`config.mk`:
```
export PLATFORM = sky130hd
export DESIGN_NAME = uart_rx_flat
export DESIGN_NICKNAME = d
export VERILOG_FILES = /design/src/rtl/uart_rx_if.sv /design/src/rtl/uart_rx.sv /design/src/flat_wrapper.sv
export SDC_FILE = /design/constraint.sdc
export NUM_CORES = 1
export LEC_CHECK = 0
export ABC_CLOCK_PERIOD_IN_PS = 1800
export CELL_PAD_IN_SITES_DETAIL_PLACEMENT = 1
export CELL_PAD_IN_SITES_GLOBAL_PLACEMENT = 1
export CORE_ASPECT_RATIO = 1.75
export CORE_MARGIN = 1
export CORE_UTILIZATION = 40
export DETAILED_ROUTE_END_ITERATION = 7
export MAX_ROUTING_LAYER = met4
export PLACE_DENSITY = 0.83
export SLEW_MARGIN = 10
export SYNTH_ARGS = -nofsm -noshare
export SYNTH_HDL_FRONTEND = slang
export SYNTH_SLANG_ARGS = --single-unit
```
`constraint.sdc`:
```
create_clock -name clk -period 1.8 [get_ports clk]
set_input_delay 0.27 -clock clk [delete_from_list [all_inputs] [get_ports clk]]
set_output_delay 0.27 -clock clk [all_outputs]
set_load 0.05 [all_outputs]
```
`src/rtl/uart_rx_if.sv`:
```
// uart_rx_if: line, tick and host-side result signals of the UART receiver
interface uart_rx_if;
  logic       bclk_rx;
  logic       p_sel;
  logic       rx;
  logic [7:0] d_out;
  logic       rx_done;
  logic       parity_err;
  logic       frame_err;
  logic       busy;
  modport master (output bclk_rx, p_sel, rx, input d_out, rx_done, parity_err, frame_err, busy);
  modport slave  (input bclk_rx, p_sel, rx, output d_out, rx_done, parity_err, frame_err, busy);
endinterface

```
`src/rtl/uart_rx.sv`:
```
// uart_rx: oversampled UART receiver, frame = start, d[7..0] MSB first, parity, stop
module uart_rx #(
  parameter int OVERSAMPLE = 16
) (
  input logic     clk,
  input logic     reset,
  uart_rx_if.slave bus
);
  localparam int TW = $clog2(OVERSAMPLE);
  // the IDLE tick that sees the falling edge counts as the first start-bit tick
  localparam logic [TW-1:0] T_MID = TW'(OVERSAMPLE / 2 - 2);
  localparam logic [TW-1:0] T_BIT = TW'(OVERSAMPLE - 1);

  typedef enum logic [2:0] {IDLE, START, DATA, PARITY, STOP, BREAK} state_t;

  state_t          state, state_nx;
  logic            rx_m, rx_s;
  logic [TW-1:0]   tick_cnt;
  logic [2:0]      bit_cnt;
  logic [7:0]      shreg;
  logic            pbit;
  logic            mid, samp;

  assign mid      = bus.bclk_rx && tick_cnt == T_MID;
  assign samp     = bus.bclk_rx && tick_cnt == T_BIT;
  assign bus.busy = state != IDLE;

  always_comb begin
    state_nx = state;
    case (state)
      IDLE:    state_nx = (bus.bclk_rx && !rx_s) ? START : IDLE;
      START:   state_nx = !mid ? START : (rx_s ? IDLE : DATA);
      DATA:    state_nx = (samp && bit_cnt == 3'd7) ? PARITY : DATA;
      PARITY:  state_nx = samp ? STOP : PARITY;
      STOP:    state_nx = !samp ? STOP : (rx_s ? IDLE : BREAK);
      BREAK:   state_nx = rx_s ? IDLE : BREAK;
      default: state_nx = IDLE;
    endcase
  end

  always_ff @(posedge clk or negedge reset)
    if (!reset) state <= IDLE;
    else        state <= state_nx;

  always_ff @(posedge clk or negedge reset) begin
    if (!reset) begin
      rx_m           <= 1'b1;
      rx_s           <= 1'b1;
      tick_cnt       <= '0;
      bit_cnt        <= '0;
      shreg          <= '0;
      pbit           <= 1'b0;
      bus.d_out      <= '0;
      bus.rx_done    <= 1'b0;
      bus.parity_err <= 1'b0;
      bus.frame_err  <= 1'b0;
    end else begin
      rx_m        <= bus.rx;
      rx_s        <= rx_m;
      bus.rx_done <= state == STOP && samp;
      if (bus.bclk_rx)
        tick_cnt <= (state == IDLE || (state == START && mid) || tick_cnt == T_BIT) ? '0 : tick_cnt + 1'b1;
      if (state == START && mid) bit_cnt <= '0;
      if (state == DATA && samp) begin
        shreg   <= {shreg[6:0], rx_s};
        bit_cnt <= bit_cnt + 3'd1;
      end
      if (state == PARITY && samp) pbit <= rx_s;
      if (state == STOP && samp) begin
        bus.d_out      <= shreg;
        bus.parity_err <= pbit != (bus.p_sel ? ^shreg : ~^shreg);
        bus.frame_err  <= ~rx_s;
      end
    end
  end
endmodule
```
`src/flat_wrapper.sv`:
```
// flat-port wrapper written by rule: the top's interface ports become plain ports
module uart_rx_flat 
#(
  parameter int OVERSAMPLE = 16
)
  (clk, reset, bus_bclk_rx, bus_p_sel, bus_rx, bus_d_out, bus_rx_done, bus_parity_err, bus_frame_err, bus_busy);
  uart_rx_if bus_i ();
  input logic clk;
  input logic reset;
  input wire logic [$bits(bus_i.bclk_rx)-1:0] bus_bclk_rx;
  input wire logic [$bits(bus_i.p_sel)-1:0] bus_p_sel;
  input wire logic [$bits(bus_i.rx)-1:0] bus_rx;
  output wire logic [$bits(bus_i.d_out)-1:0] bus_d_out;
  output wire logic [$bits(bus_i.rx_done)-1:0] bus_rx_done;
  output wire logic [$bits(bus_i.parity_err)-1:0] bus_parity_err;
  output wire logic [$bits(bus_i.frame_err)-1:0] bus_frame_err;
  output wire logic [$bits(bus_i.busy)-1:0] bus_busy;
  assign bus_i.bclk_rx = bus_bclk_rx;
  assign bus_i.p_sel = bus_p_sel;
  assign bus_i.rx = bus_rx;
  assign bus_d_out = bus_i.d_out;
  assign bus_rx_done = bus_i.rx_done;
  assign bus_parity_err = bus_i.parity_err;
  assign bus_frame_err = bus_i.frame_err;
  assign bus_busy = bus_i.busy;
  uart_rx #(.OVERSAMPLE(OVERSAMPLE)) u_core (.clk(clk), .reset(reset), .bus(bus_i));
endmodule
```
==> flow_metrics.tcl <==
set metrics [dict create \
    status "completed" \
    postPlaceCellArea_mm2 0.00184 \
    yosysSeqAreaShare_pct 51.2 \
    die_x_um 49.3 \
    initial_utilization_pct 42.4 \
    grt_max_degree 33 \
    overflow 0 \
    max_stage_delay_ps 820 \
    cellPowerDensity_mw_per_mm2 966 \
    wl_per_cell_um 16.0 \
    total_power_uw 1890 \
    cp.required_ps 1530 \
    nFillCells 392 \
    synth_cells 122 \
    crit_slowest_cell "clkdlybuf4s50_1" \
    cts_root_buf "clkbuf_8" \
    cts_buffers 5 \
    ctsHoldBuffers 0 \
    ant_nets 0 \
    worst_pin_slew_ps 509 \
    firstDrtPassIters 2 \
    vias 1058 \
    ys_ff_latch 32 \
    viasPerCell 5.34 \
    rr_startpoint "u_core.tick_cnt[0]$_DFFE_PN0P_" \
    die_y_um 84.9 \
    first_iter_violations 6 \
    crit_type "register to output port" \
    crit_path_start "u_core.bus.frame_err$_DFFE_PN0P_" \
    dieArea_mm2 0.00419 \
    rsz0062_at_grt "false" \
    wirelength_um 3170 \
    fin_crit_sh_pct 96.2 \
    syn2layout_area_growth_pct 24.5 \
    tns_ps 0 \
    ios 17 \
    nNetsFinal 161 \
    critPathCaptureType "output port" \
    fp-row-count 29 \
    layout_common_cells "29 x dfrtp_1, 19 x mux2_2, 16 x buf_4, 13 x clkdlybuf4s50_1" \
    fin_cells 198 \
    maxCapViolations 0 \
    htree_levels 2 \
    drc 0 \
    multi_input_area_um2 713 \
    crit_path_max_fanout 2 \
    numPortBuffers 16 \
    fin_skew_ps 6.67 \
    drv_slew 0 \
    finalSetupViolCount 0 \
    grt_pass1_vias 1128 \
    grt_pass1_wl_um 5430 \
    met3_usage_pct 3.23 \
    final_util_pct 52.8 \
    ir_worst_vdd_uv 656 \
    critPathBufInv 1 \
    final_layout_size_suffix_gt1_share_pct 36.8 \
    yosysWarnings 0 \
    cp-start-kind "register" \
    coreArea_mm2 0.00370 \
    place_inst 190 \
    layout.cells.most_common "dfrtp_1" \
    gr-usage-met2_pct 33.6 \
    path_delay_family "buffers and inverters" \
    hold_start "u_core.rx_m$_DFF_PN1_" \
    final_area_mm2 0.00195 \
    antenna_found_initial 0 \
    syn_nets 131 \
    synth.avg_cell_area_um2 12.9 \
    track_usage_pct 18.0 \
    p_leak_uw 0.000931 \
    cts_tree "yes" \
    hpwlAfterDp_um 2390 \
    top_usage_layer "met2" \
    place_congestion 0.781 \
    finalHoldViolCount 0 \
    cts_sinks 32 \
    met1_usage_pct 16.7 \
    timing.fmax_mhz 577 \
    ys_types 39 \
    cts_buffer_depth 2 \
    seqCellArea_um2 805 \
    synth_area_mm2 0.00157 \
    fin_crit_ps 1730 \
    hold_class "register to register" \
    cp_cell_sequence "clkdlybuf4s50_1" \
    antenna_cells 0 \
    timing.slew.headroom_pct 66.0 \
    clk_latency_ps 280 \
    cp_data_arrival_time_ps 1460 \
    cts.reportedPaths.clkPinSlew_ps 60 \
]
## cell type report
type                    count  share of cell area, %
repair buffers             30                   13.8
clock buffers               7                   4.93
multi-input cells          80                   36.5
inverters                   3                  0.577
well taps                  46                   2.95
flip-flops and latches     32                   41.2
## cells by family after synthesis
logic type,count (synthesis),share of synthesized area (%)
mux,20,14.3
flops,32,51.2
compound gates,17,7.98
buf+inv,10,3.83
simple gates,31,14.2
fa+ha+maj,4,3.19
xor+xnor,8,5.34
## per-layer routing
metal | wire length, um | share of wire [%]
met1 | 1130 | 36
met2 | 1890 | 60
met3 | 76 | 2.4
met4 | 71 | 2.2
met5 | 0 | 0
## Yosys cell counts (all sizes together)
cell type / n / area (um^2)
a211oi: 1 / 12.5
a21o: 2 / 16.3
a21oi: 2 / 10.0
a22o: 2 / 20.0
a311oi: 1 / 8.76
a31o: 1 / 8.76
a32oi: 1 / 8.76
and4: 1 / 10.0
and4b: 1 / 11.3
buf: 6 / 45.0
clkbuf: 1 / 3.75
dfrtp: 30 / 751
dfstp: 2 / 52.6
ha: 4 / 50.1
inv: 3 / 11.3
mux2: 19 / 214
mux2i: 1 / 10.0
nand2: 7 / 26.3
nand2b: 3 / 18.8
nand4: 2 / 27.5
nand4b: 2 / 17.5
nor2: 5 / 18.8
nor2b: 2 / 12.5
nor3: 3 / 15.0
nor3b: 2 / 26.3
nor4b: 1 / 23.8
o21ai: 4 / 20.0
o21bai: 1 / 7.51
o22ai: 2 / 12.5
or3: 1 / 6.26
or3b: 1 / 8.76
xnor2: 6 / 52.6
xnor3: 1 / 22.5
xor2: 1 / 8.76
## power by group
part / total, uW / internal (uW) / switching [uW]
clock network: 587 / 340 / 247
registers: 880 / 773 / 106
logic: 420 / 197 / 222
## sequential cells by signal, summed over array words and instances (netlist names)
| register | cells |
|---|---|
| u_core.bus.parity_err | 1 |
| u_core.bit_cnt | 3 |
| u_core.bus.frame_err | 1 |
| u_core.bus.d_out | 8 |
| u_core.state | 3 |
| u_core.shreg | 8 |
| u_core.tick_cnt | 4 |
| u_core.rx_m | 1 |
| u_core.bus.rx_done | 1 |
| u_core.pbit | 1 |
| u_core.rx_s | 1 |
## worst paths after layout
check | slack [ps] | to | cells past startpoint
min in group asynchronous | 390 | u_core.state[1]$_DFF_PN0_ | 2
worst max-delay path | 70 | bus_frame_err | 1
worst max register to register | 150 | u_core.pbit$_DFFE_PN0P_ | 5
worst min register to register | 360 | u_core.rx_s$_DFF_PN1_ | 0
worst min-delay path | 360 | u_core.rx_s$_DFF_PN1_ | 0
max in group asynchronous | 1090 | u_core.rx_s$_DFF_PN1_ | 2
## metrics by stage
stage / worst slack (ps) / hold WS [ps]
3_3_place_gp: -62.3 / 345
3_5_place_dp: -107 / 347
5_1_grt: 21.9 / 359
4_1_cts: 36.7 / 356
6_report: 68.0 / 355
2_1_floorplan: 99.3 / -25.6
## what timing repair did
item	CTS	global route
buffers inserted	0	1
setup endpoints to repair	0	3
gates resized for setup	0	2
No activity file was read; power rests on OpenSTA's default activity.
